===== src/rtl/mux_ser_pkg.sv =====
// Shared types and helpers for the mux-driving serial sequencer.
// Includes the FSM state enum, default sizes, and select start/terminal indices.
package mux_ser_pkg;

    typedef enum logic [1:0] {
        IDLE   = 2'd0,
        SHIFT  = 2'd1,
        PARITY = 2'd2
    } state_t;

    localparam int unsigned WIDTH_DEF = 16;
    localparam int unsigned SEL_W_DEF = 4;

    typedef struct packed {
        logic [31:0] start_idx;
        logic [31:0] term_idx;
    } sel_range_t;

    function automatic sel_range_t sel_range(input int unsigned width, input bit msb_first);
        sel_range_t r;
        if (msb_first) begin
            r.start_idx = width - 1;
            r.term_idx  = '0;
        end else begin
            r.start_idx = '0;
            r.term_idx  = width - 1;
        end
        return r;
    endfunction

endpackage


===== src/rtl/mux_ser_sequencer_sel_step_counter.sv =====
// Loadable up/down select counter with enable and terminal flag.
// It parks at the terminal value, so the select never wraps.
module sel_step_counter
    import mux_ser_pkg::*;
#(
    parameter int unsigned SEL_W = SEL_W_DEF
) (
    input  logic             clk,
    input  logic             rst_n,
    input  logic             load,
    input  logic [SEL_W-1:0] load_val,
    input  logic             en,
    input  logic             down,
    input  logic [SEL_W-1:0] term_val,
    output logic [SEL_W-1:0] cnt,
    output logic             at_term
);

    assign at_term = (cnt == term_val);

    always_ff @(posedge clk or negedge rst_n) begin
        if (!rst_n) begin
            cnt <= '0;
        end else if (load) begin
            cnt <= load_val;
        end else if (en && !at_term) begin
            cnt <= down ? (cnt - 1'b1) : (cnt + 1'b1);
        end
    end

endmodule


===== src/rtl/mux_ser_sequencer.sv =====
// Parallel-to-serial sequencer driving an external 16:1 bit-select mux.
// Optional even-parity trailer beat when MUX_SER_PARITY_EN is defined.
module mux_ser_sequencer
    import mux_ser_pkg::*;
#(
    parameter int unsigned WIDTH     = WIDTH_DEF,
    parameter int unsigned SEL_W     = SEL_W_DEF,
    parameter bit          MSB_FIRST = 1'b0
) (
    input  logic             clk,
    input  logic             rst_n,
    input  logic [WIDTH-1:0] word_in,
    input  logic             word_valid,
    output logic             word_ready,
    output logic [WIDTH-1:0] mux_in,
    output logic [SEL_W-1:0] mux_sel,
    input  logic             mux_out,
    output logic             ser_bit,
    output logic             ser_valid,
    input  logic             ser_ready,
    output logic             ser_last
);

    localparam sel_range_t       RANGE = sel_range(WIDTH, MSB_FIRST);
    localparam logic [SEL_W-1:0] START = RANGE.start_idx[SEL_W-1:0];
    localparam logic [SEL_W-1:0] TERM  = RANGE.term_idx[SEL_W-1:0];

    state_t state, state_nx;
    logic   load;
    logic   step;
    logic   at_term;

    always_ff @(posedge clk or negedge rst_n) begin
        if (!rst_n) begin
            state  <= IDLE;
            mux_in <= '0;
        end else begin
            state <= state_nx;
            if (load) begin
                mux_in <= word_in;
            end
        end
    end

    sel_step_counter #(
        .SEL_W (SEL_W)
    ) u_sel (
        .clk      (clk),
        .rst_n    (rst_n),
        .load     (load),
        .load_val (START),
        .en       (step),
        .down     (MSB_FIRST),
        .term_val (TERM),
        .cnt      (mux_sel),
        .at_term  (at_term)
    );

    // Outputs decode from state only, so ser_valid cannot drop before a handshake.
    always_comb begin
        state_nx   = state;
        word_ready = 1'b0;
        ser_valid  = 1'b0;
        ser_bit    = 1'b0;
        ser_last   = 1'b0;
        load       = 1'b0;
        step       = 1'b0;
        unique case (state)
            IDLE: begin
                word_ready = 1'b1;
                if (word_valid) begin
                    load     = 1'b1;
                    state_nx = SHIFT;
                end
            end
            SHIFT: begin
                ser_valid = 1'b1;
                ser_bit   = mux_out;
`ifdef MUX_SER_PARITY_EN
                ser_last  = 1'b0;
`else
                ser_last  = at_term;
`endif
                if (ser_ready) begin
                    if (at_term) begin
`ifdef MUX_SER_PARITY_EN
                        state_nx = PARITY;
`else
                        state_nx = IDLE;
`endif
                    end else begin
                        step = 1'b1;
                    end
                end
            end
`ifdef MUX_SER_PARITY_EN
            PARITY: begin
                ser_valid = 1'b1;
                ser_bit   = ^mux_in;
                ser_last  = 1'b1;
                if (ser_ready) begin
                    state_nx = IDLE;
                end
            end
`endif
            default: begin
                state_nx = IDLE;
            end
        endcase
    end

endmodule


===== config.mk =====
export PLATFORM = sky130hd
export DESIGN_NAME = mux_ser_sequencer
export DESIGN_NICKNAME = d
export VERILOG_FILES = /design/src/rtl/mux_ser_pkg.sv /design/src/rtl/mux_ser_sequencer_sel_step_counter.sv /design/src/rtl/mux_ser_sequencer.sv
export SDC_FILE = /design/constraint.sdc
export NUM_CORES = 1
export LEC_CHECK = 0
export CAP_MARGIN = 5
export CORE_MARGIN = 10
export CORE_UTILIZATION = 35
export DETAILED_ROUTE_END_ITERATION = 7
export GPL_TIMING_DRIVEN = 0
export PLACE_DENSITY = 0.74
export RECOVER_POWER = 25
export SYNTH_ARGS = -nofsm -noshare
export SYNTH_HDL_FRONTEND = slang
export SYNTH_SLANG_ARGS = --single-unit
export TNS_END_PERCENT = 30

===== constraint.sdc =====
create_clock -name clk -period 1.47 [get_ports clk]
set_clock_uncertainty 0.05 [all_clocks]
set_input_delay 0.294 -clock clk [delete_from_list [all_inputs] [get_ports clk]]
set_output_delay 0.294 -clock clk [all_outputs]
set_load 0.05 [all_outputs]

* After elaboration in Yosys (flattened, before gate mapping)
Index checks and enable logic that the tools add are counted.
** Operators by class
- Add/subtract/negate cells :: 1
- Multiply operators :: 0
- Div/mod/pow operators :: 0
- Magnitude comparators :: 0
- Equal/unequal tests :: 5
- Shifts and indexed selects :: 0
- Mux-type cells :: 15
- Bitwise gates (word level) :: 0
- Reduce and logical (&&, ||, !) cells :: 5
** Operator list (count)
- $mux W1 :: 9
- $mux W4 :: 2
- $mux W2 :: 3
- $ne A2 B2 Y1 const B :: 3
- $add A4 B1 Y4 const B :: 1
- $eq A4 B4 Y1 const B :: 1
- $pmux W2 S2 :: 1
- $reduce_and A3 Y1 :: 1
- $eq A2 B1 Y1 const B :: 1
- $logic_not A2 Y1 :: 1
- $reduce_bool A2 Y1 :: 1
- $logic_and A1 B1 Y1 :: 1
- $logic_not A1 Y1 :: 1
** Storage, ports and cells
- Flip-flop bits (word level) :: 22
- Latch bits :: 0
- Bits in writable memories :: 0
- ROM bits :: 0
- Input bits :: 21
- Word-level logic and storage cells :: 29
- Memories :: 0

* Longest topological paths before layout
Gate-level depths: netlist of the first run.
- Depth after elaboration :: 7
- Gate-level depth with buffers :: 6

* By module
Synthesis of the first run repeated with hierarchy kept, for this count alone.
** Second synthesis, totals
- Cells, all modules :: 78
- Area, all modules :: 1058.5 um2
** Modules (own cells, without submodules)
- mux_ser_sequencer :: times used 1, cells an instance 44, area each 716.9 um2, seq. area each 425.4 um2
- sel_step_counter :: times used 1, cells an instance 34, area each 341.6 um2, seq. area each 100.1 um2

* Least setup slack after synthesis of the first run
OpenSTA, ideal clock, no wires.
- Kind :: reg-to-output
- Start :: register u_sel.cnt[0]
- End :: output port ser_last
- Arrival :: 1.709 ns
- Data required time :: 1.126 ns
- Setup slack :: -0.583 ns
- Stages on the path, launching flop included :: 5
- Path buffers :: 1
- Cells stage by stage :: dfrtp_1 -> ha_1 -> and3_1 -> clkbuf_1 -> and2_1
** On the way
- Word-level cells in the longest chain between the ends :: 2
** Ends and longest elaborated chain
- from (decl) :: RTL line mux_ser_sequencer_sel_step_counter.sv:15 : output logic [SEL_W-1:0] cnt,
- from (signal assigned) :: RTL line mux_ser_sequencer_sel_step_counter.sv:25 : cnt <= load_val;
- from (signal assigned) :: RTL line mux_ser_sequencer_sel_step_counter.sv:27 : cnt <= down ? (cnt - 1'b1) : (cnt + 1'b1);
- $eq A4 B4 Y1 :: RTL line mux_ser_sequencer_sel_step_counter.sv:19 : assign at_term = (cnt == term_val);
- $mux W1 :: RTL line mux_ser_sequencer.sv:68 : unique case (state)
- to (decl) :: RTL line mux_ser_sequencer.sv:21 : output logic ser_last
No other way between the ends.

* Final worst setup path of the first run
- Start :: register u_sel.cnt[1]
- End :: output port ser_last
Same word-level chain as after synthesis.

==> results of run 1 <==
==> per-layer routing <==
metal,share of wire,wire (µm)
met1,0.41,1030
met3,0.097,246
met4,0,0
met2,0.49,1250
met5,0,0
==> sequential cells by signal, indices dropped and copies added, names as in the netlist <==
name,count
mux_in,16
u_sel.cnt,4
state,1
==> critical path, cell delays in order (launching register included) <==
cell     delay [ns]
dfrtp_2        0.44
ha_4           0.17
and3_4         0.14
and2_4         0.13
buf_8          0.14
==> power by group through the flow <==
stage	logic (mW)	registers [mW]	clock network (mW)
6_report	2.22	1.04	0.274
5_1_grt	2.34	1.08	0.320
3_3_place_gp	2.17	1.05	0
3_5_place_dp	2.20	1.06	0
4_1_cts	2.19	1.04	0.292
2_1_floorplan	0.494	2.01	0
==> layout make-up <==
| cell class | instances | area [µm²] |
|---|---|---|
| timing repair buffer | 57 | 571 |
| clock buffer | 3 | 22.5 |
| buffer | 2 | 31.3 |
| tap | 30 | 37.5 |
| multi-input combinational | 39 | 390 |
| clock inverter | 1 | 5.00 |
| fill | 192 | 900 |
| inverter | 3 | 11.3 |
| sequential | 21 | 532 |
==> logic make-up (layout without fill, tap and decap cells) <==
logic type      after synthesis  count (layout)  share of synthesized area
fa+ha+maj                     1               1                     0.0135
buf+inv                       7              66                     0.0566
compound gates                9               9                     0.0633
simple gates                 12              13                     0.0741
flops                        21              21                      0.566
mux                          16              16                      0.226
==> how the worst min path moves through the flow <==
stage / endpoint / cells past startpoint / slack, ns
4_1_cts: mux_in[3] / 1 / 0.47
3_5_place_dp: mux_in[9] / 1 / 0.44
3_3_place_gp: mux_in[3] / 1 / 0.44
5_1_grt: mux_in[14] / 1 / 0.49
6_report: mux_in[9] / 1 / 0.47
2_1_floorplan: mux_in[0] / 0 / -0.05
==> cells in the mapped netlist (all sizes together) <==
library cell	instances	share of area
and2	2	0.013
mux2	16	0.23
a31oi	1	0.0067
ha	1	0.013
inv	3	0.012
nor3	2	0.011
a21oi	3	0.016
nand2	2	0.0081
nand2b	1	0.015
buf	3	0.040
and3	1	0.0067
dfrtp	21	0.57
clkbuf	1	0.0040
o31ai	3	0.024
o211ai	2	0.016
or3	1	0.0067
nor2	2	0.0081
nand3	1	0.0054
==> stage by stage <==
stage | worst slack (ns) | power, mW | cells | instance area, µm²
detailed placement | -0.661 | 3.26 | 140 | 1430
CTS | -0.203 | 3.52 | 149 | 1520
global placement | -0.657 | 3.22 | 140 | 1430
global route | -0.243 | 3.74 | 156 | 1600
finish | -0.193 | 3.53 | 156 | 1600
floorplan | -0.113 | 2.50 | 66 | 951
==> timing repair <==
action | in CTS | in global routing
endpoints found under the setup margin | 24 | 17
pin swaps | 1 | 1
hold endpoints to repair | 0 | 0
gates resized for setup | 91 | 6
buffers inserted | 6 | 6
cloned | 0 | 2
==> results.yml, run 1 <==
outcome:
  outcome: "complete, but fails checks"
  failed_checks: "negative setup slack"
routing:
  drt_pass1_iterations: 3
  ant_nets: 0
  wirelength_um: 2520
  drc: 0
  vias_per_cell: 4.68
  drtIter0Drc: 10
  num_vias: 730
  routedWlPerCell_um: 16.2
place:
  port_buffers: 44
  dp_hpwl_um: 1820
  gp_congestion: 0.731
timing:
  whs_ns: 0.469
  rsz0062_at_grt: "yes"
  slew_headroom: 0.394
  fmax_mhz: 601
  slew_violations: 0
  fin_crit_ns: 1.66
  finalWorstSetupSlack_ns: -0.193
  hold_violations: 0
  finalSetupTns_ns: -0.324
  fin_crit_sh: 1.13
  worstMarginPinSlew_ns: 0.906
  finalSetupViolations: 5
floorplan:
  fp-row-count: 18
  core-area_um2: 2500
  die_w_um: 71.5
  dieArea_um2: 5110
  io_pins: 45
  die_height_um: 71.5
  initial_core_util: 0.371
cells_and_area:
  finalNetCount: 149
  layout-drive-gt1-share: 0.556
  finish.utilization: 0.640
  final_common_cell: "clkdlybuf4s50_1"
  final_cell_mix: "clkdlybuf4s50_1, clkdlybuf4s15_2, dfrtp_1"
  n_antenna_cell: 0
  area_growth_pct: 72.4
global_routing:
  grt_pass1_vias: 794
  grt-ovfl-total: 0
  top_usage_layer: "met2"
  grt.met3_usage: 0.0510
  grt_usage: 0.0961
  use_met1: 0.103
  grt_pass1_wl_um: 4010
  antenna_found_initial: 0
  grtUsageMet2: 0.161
  grt_start_max_net_pins: 22
power_and_ir_drop:
  p_per_area_nw_per_um2: 2210
  p_seq_frac: 0.294
  pwr-share-clk: 0.078
  combPwrFrac: 0.629
  power_switching_mw: 1.73
  intPower_mw: 1.80
  p_leak_nw: 0.739
  ir_worst_vdd_mv: 1.36
  p_sw_frac: 0.490
critical_path:
  r2r_cells: 5
  crit_end: "ser_last"
  critPathCaptureType: "output pin"
  cp.arrival_ns: 1.32
  path_class: "reg2out"
  required_ns: 1.13
  startpoint_type: "register"
  crit_start: "u_sel.cnt[1]"
  r2r-end: "mux_in[12]"
  r2r_start: "state[0]"
  rrSetupSlack_ns: -0.01
  critPathMaxFanout: 2
yosys:
  netlist_instances: 66
  syn_area_per_cell_um2: 14.1
  ys_seq_area_frac: 0.566
  ys_types: 20
  syn_area_um2: 928
  synth_seq_cells: 21
  syn_nets: 88
  synth_warnings: 0
min_path:
  min_path_type: "reg2reg"
  min-delay-start: "mux_in[9]"
clock_network:
  clk_pin_slew_ns: 0.12
  cts_sinks: 21
  insertion_delay_ns: 0.30
  cts_root_buf: "clkbuf_4"
  tritoncts: "built"
  cts_buffer_depth: 2
  cts_max_level: 1
  cts_made_buffers: 3
  holdBufCountCts: 0
job:
  drv_cap: 0
No activity file was read; power rests on OpenSTA's default activity.
==> inputs of run 2 (changes only) <==
--- a/config.mk
+++ b/config.mk
@@ -9,7 +9,6 @@
 export CORE_MARGIN = 10
 export CORE_UTILIZATION = 35
 export DETAILED_ROUTE_END_ITERATION = 7
-export GPL_TIMING_DRIVEN = 0
 export PLACE_DENSITY = 0.74
 export RECOVER_POWER = 25
 export SYNTH_ARGS = -nofsm -noshare
==> results.yml, run 2 (synthesized netlist as in run 1, its figures left out) <==
outcome:
  outcome: "complete, but fails checks"
  failed_checks: "negative setup slack"
timing:
  finalWorstSetupSlack_ns: -0.211
  slew_headroom: 0.662
  slew_violations: 0
  fin_crit_ns: 1.68
  hold_violations: 0
  fin_crit_sh: 1.14
  finalSetupViolations: 2
  worstMarginPinSlew_ns: 0.507
  whs_ns: 0.415
  fmax_mhz: 595
  finalSetupTns_ns: -0.231
  rsz0062_at_grt: "yes"
clock_network:
  tritoncts: "built"
  cts_buffer_depth: 2
  cts_sinks: 21
  cts_made_buffers: 3
  cts_root_buf: "clkbuf_4"
  clk_pin_slew_ns: 0.13
  cts_max_level: 1
  insertion_delay_ns: 0.31
critical_path:
  path_delay_family: "flip-flops"
  critPathCaptureType: "output pin"
  slowest_delay_ns: 0.44
  critPathMaxFanout: 2
  cp.depth: 4
  r2r_cells: 6
  critical_path.slowest_cell: "dfrtp_2"
  path_class: "reg2out"
  cp.arrival_ns: 1.34
  crit_chain: "ha_4 -> and3_4 -> and2_4 -> buf_12"
  required_ns: 1.13
  startpoint_type: "register"
  crit_buf_inv: 1
floorplan:
  core-area_um2: 2500
  dieArea_um2: 5110
  die_w_um: 71.5
  initial_core_util: 0.371
  fp-row-count: 18
  io_pins: 45
  die_height_um: 71.5
place:
  port_buffers: 44
  place_ws_ns: -0.129
  gp_congestion: 0.764
  numPlacedInstances: 144
  dp_hpwl_um: 2090
cells_and_area:
  largest_reg_flops: 16
  n_antenna_cell: 0
  layout-drive-gt1-share: 0.537
  stdcell_count: 151
  final_common_cell: "buf_12"
  final_cell_mix: "buf_12, clkdlybuf4s50_1, dfrtp_1"
  num-fill-cells: 177
  largestRegisters: "mux_in x16, u_sel.cnt x4, state x1"
  regMostFlops: "mux_in"
  finalNetCount: 144
  multi_input_area_um2: 373
  area_growth_pct: 88.4
  seq_area_um2: 532
job:
  drv_cap: 0
routing:
  ant_nets: 0
  drc: 0
  routedWlPerCell_um: 16.6
  drtIter0Drc: 14
  wirelength_um: 2510
  drt_pass1_iterations: 5
  num_vias: 730
  vias_per_cell: 4.83
power_and_ir_drop:
  p_per_area_nw_per_um2: 2510
  ir_worst_vdd_mv: 1.63
  p_leak_nw: 0.812
min_path:
  min_path_type: "in2async"
global_routing:
  antenna_found_initial: 0
  grt_start_max_net_pins: 22
  grt_pass1_vias: 875
  grt_pass1_wl_um: 4120
  grt-ovfl-total: 0
  grt_usage: 0.0980
[run 2: cell types whose count changed in the layout (fill, tap and decap cells not counted), sizes merged]
cell,before,now
nand2b,2,1
dlygate4sd2,1,0
buf,20,34
clkdlybuf4s15,17,0
[run 2: repair_timing]
item                       in CTS  in global routing
gates resized for setup         2                  3
buffers inserted                2                  1
hold buffers                    0                  0
setup endpoints to repair       1                  4
pin swaps                       1                  2
[run 2: per-layer routing]
layer | up-vias | track usage | wire length [µm] | part of all wire
li1 | 339 | - | - | -
met1 | 362 | 0.0990 | 956 | 0.38
met2 | 29 | 0.176 | 1310 | 0.52
met3 | 0 | 0.0413 | 240 | 0.096
met4 | 0 | 0.0323 | 0 | 0
met5 | - | 0 | 0 | 0
[run 2: area by class of cell]
class                   count  area share
clock buffers               3      0.0129
multi-input cells          38       0.213
clock inverters             1     0.00286
well taps                  30      0.0215
flip-flops and latches     21       0.304
repair buffers             55       0.439
inverters                   3     0.00644
[run 2: metrics by stage]
step	instance area, µm²	utilization	total power [mW]
final	1750	0.700	4.40
after global routing	1750	0.700	4.58
after CTS	1730	0.694	4.42
after detailed placement	1690	0.675	4.11
after global placement	1690	0.675	4.03
after floorplan	951	-	2.50
[run 2: worst paths after layout]
path	end	startpoint	slack, ns
hold / removal	mux_in[6]	rst_n	0.42
hold reg to reg	mux_in[7]	mux_in[7]	0.54
setup reg to reg	u_sel.cnt[0]	u_sel.cnt[1]	0.05
setup / recovery	ser_last	u_sel.cnt[1]	-0.21
min in group clk	mux_in[7]	word_in[7]	0.54
max in group asynchronous	u_sel.cnt[2]	rst_n	0.58
[run 2: where the power goes]
part	switching (mW)	internal [mW]
logic	1.39	1.53
registers	0.329	0.860
clock network	0.181	0.101
total	1.90	2.49
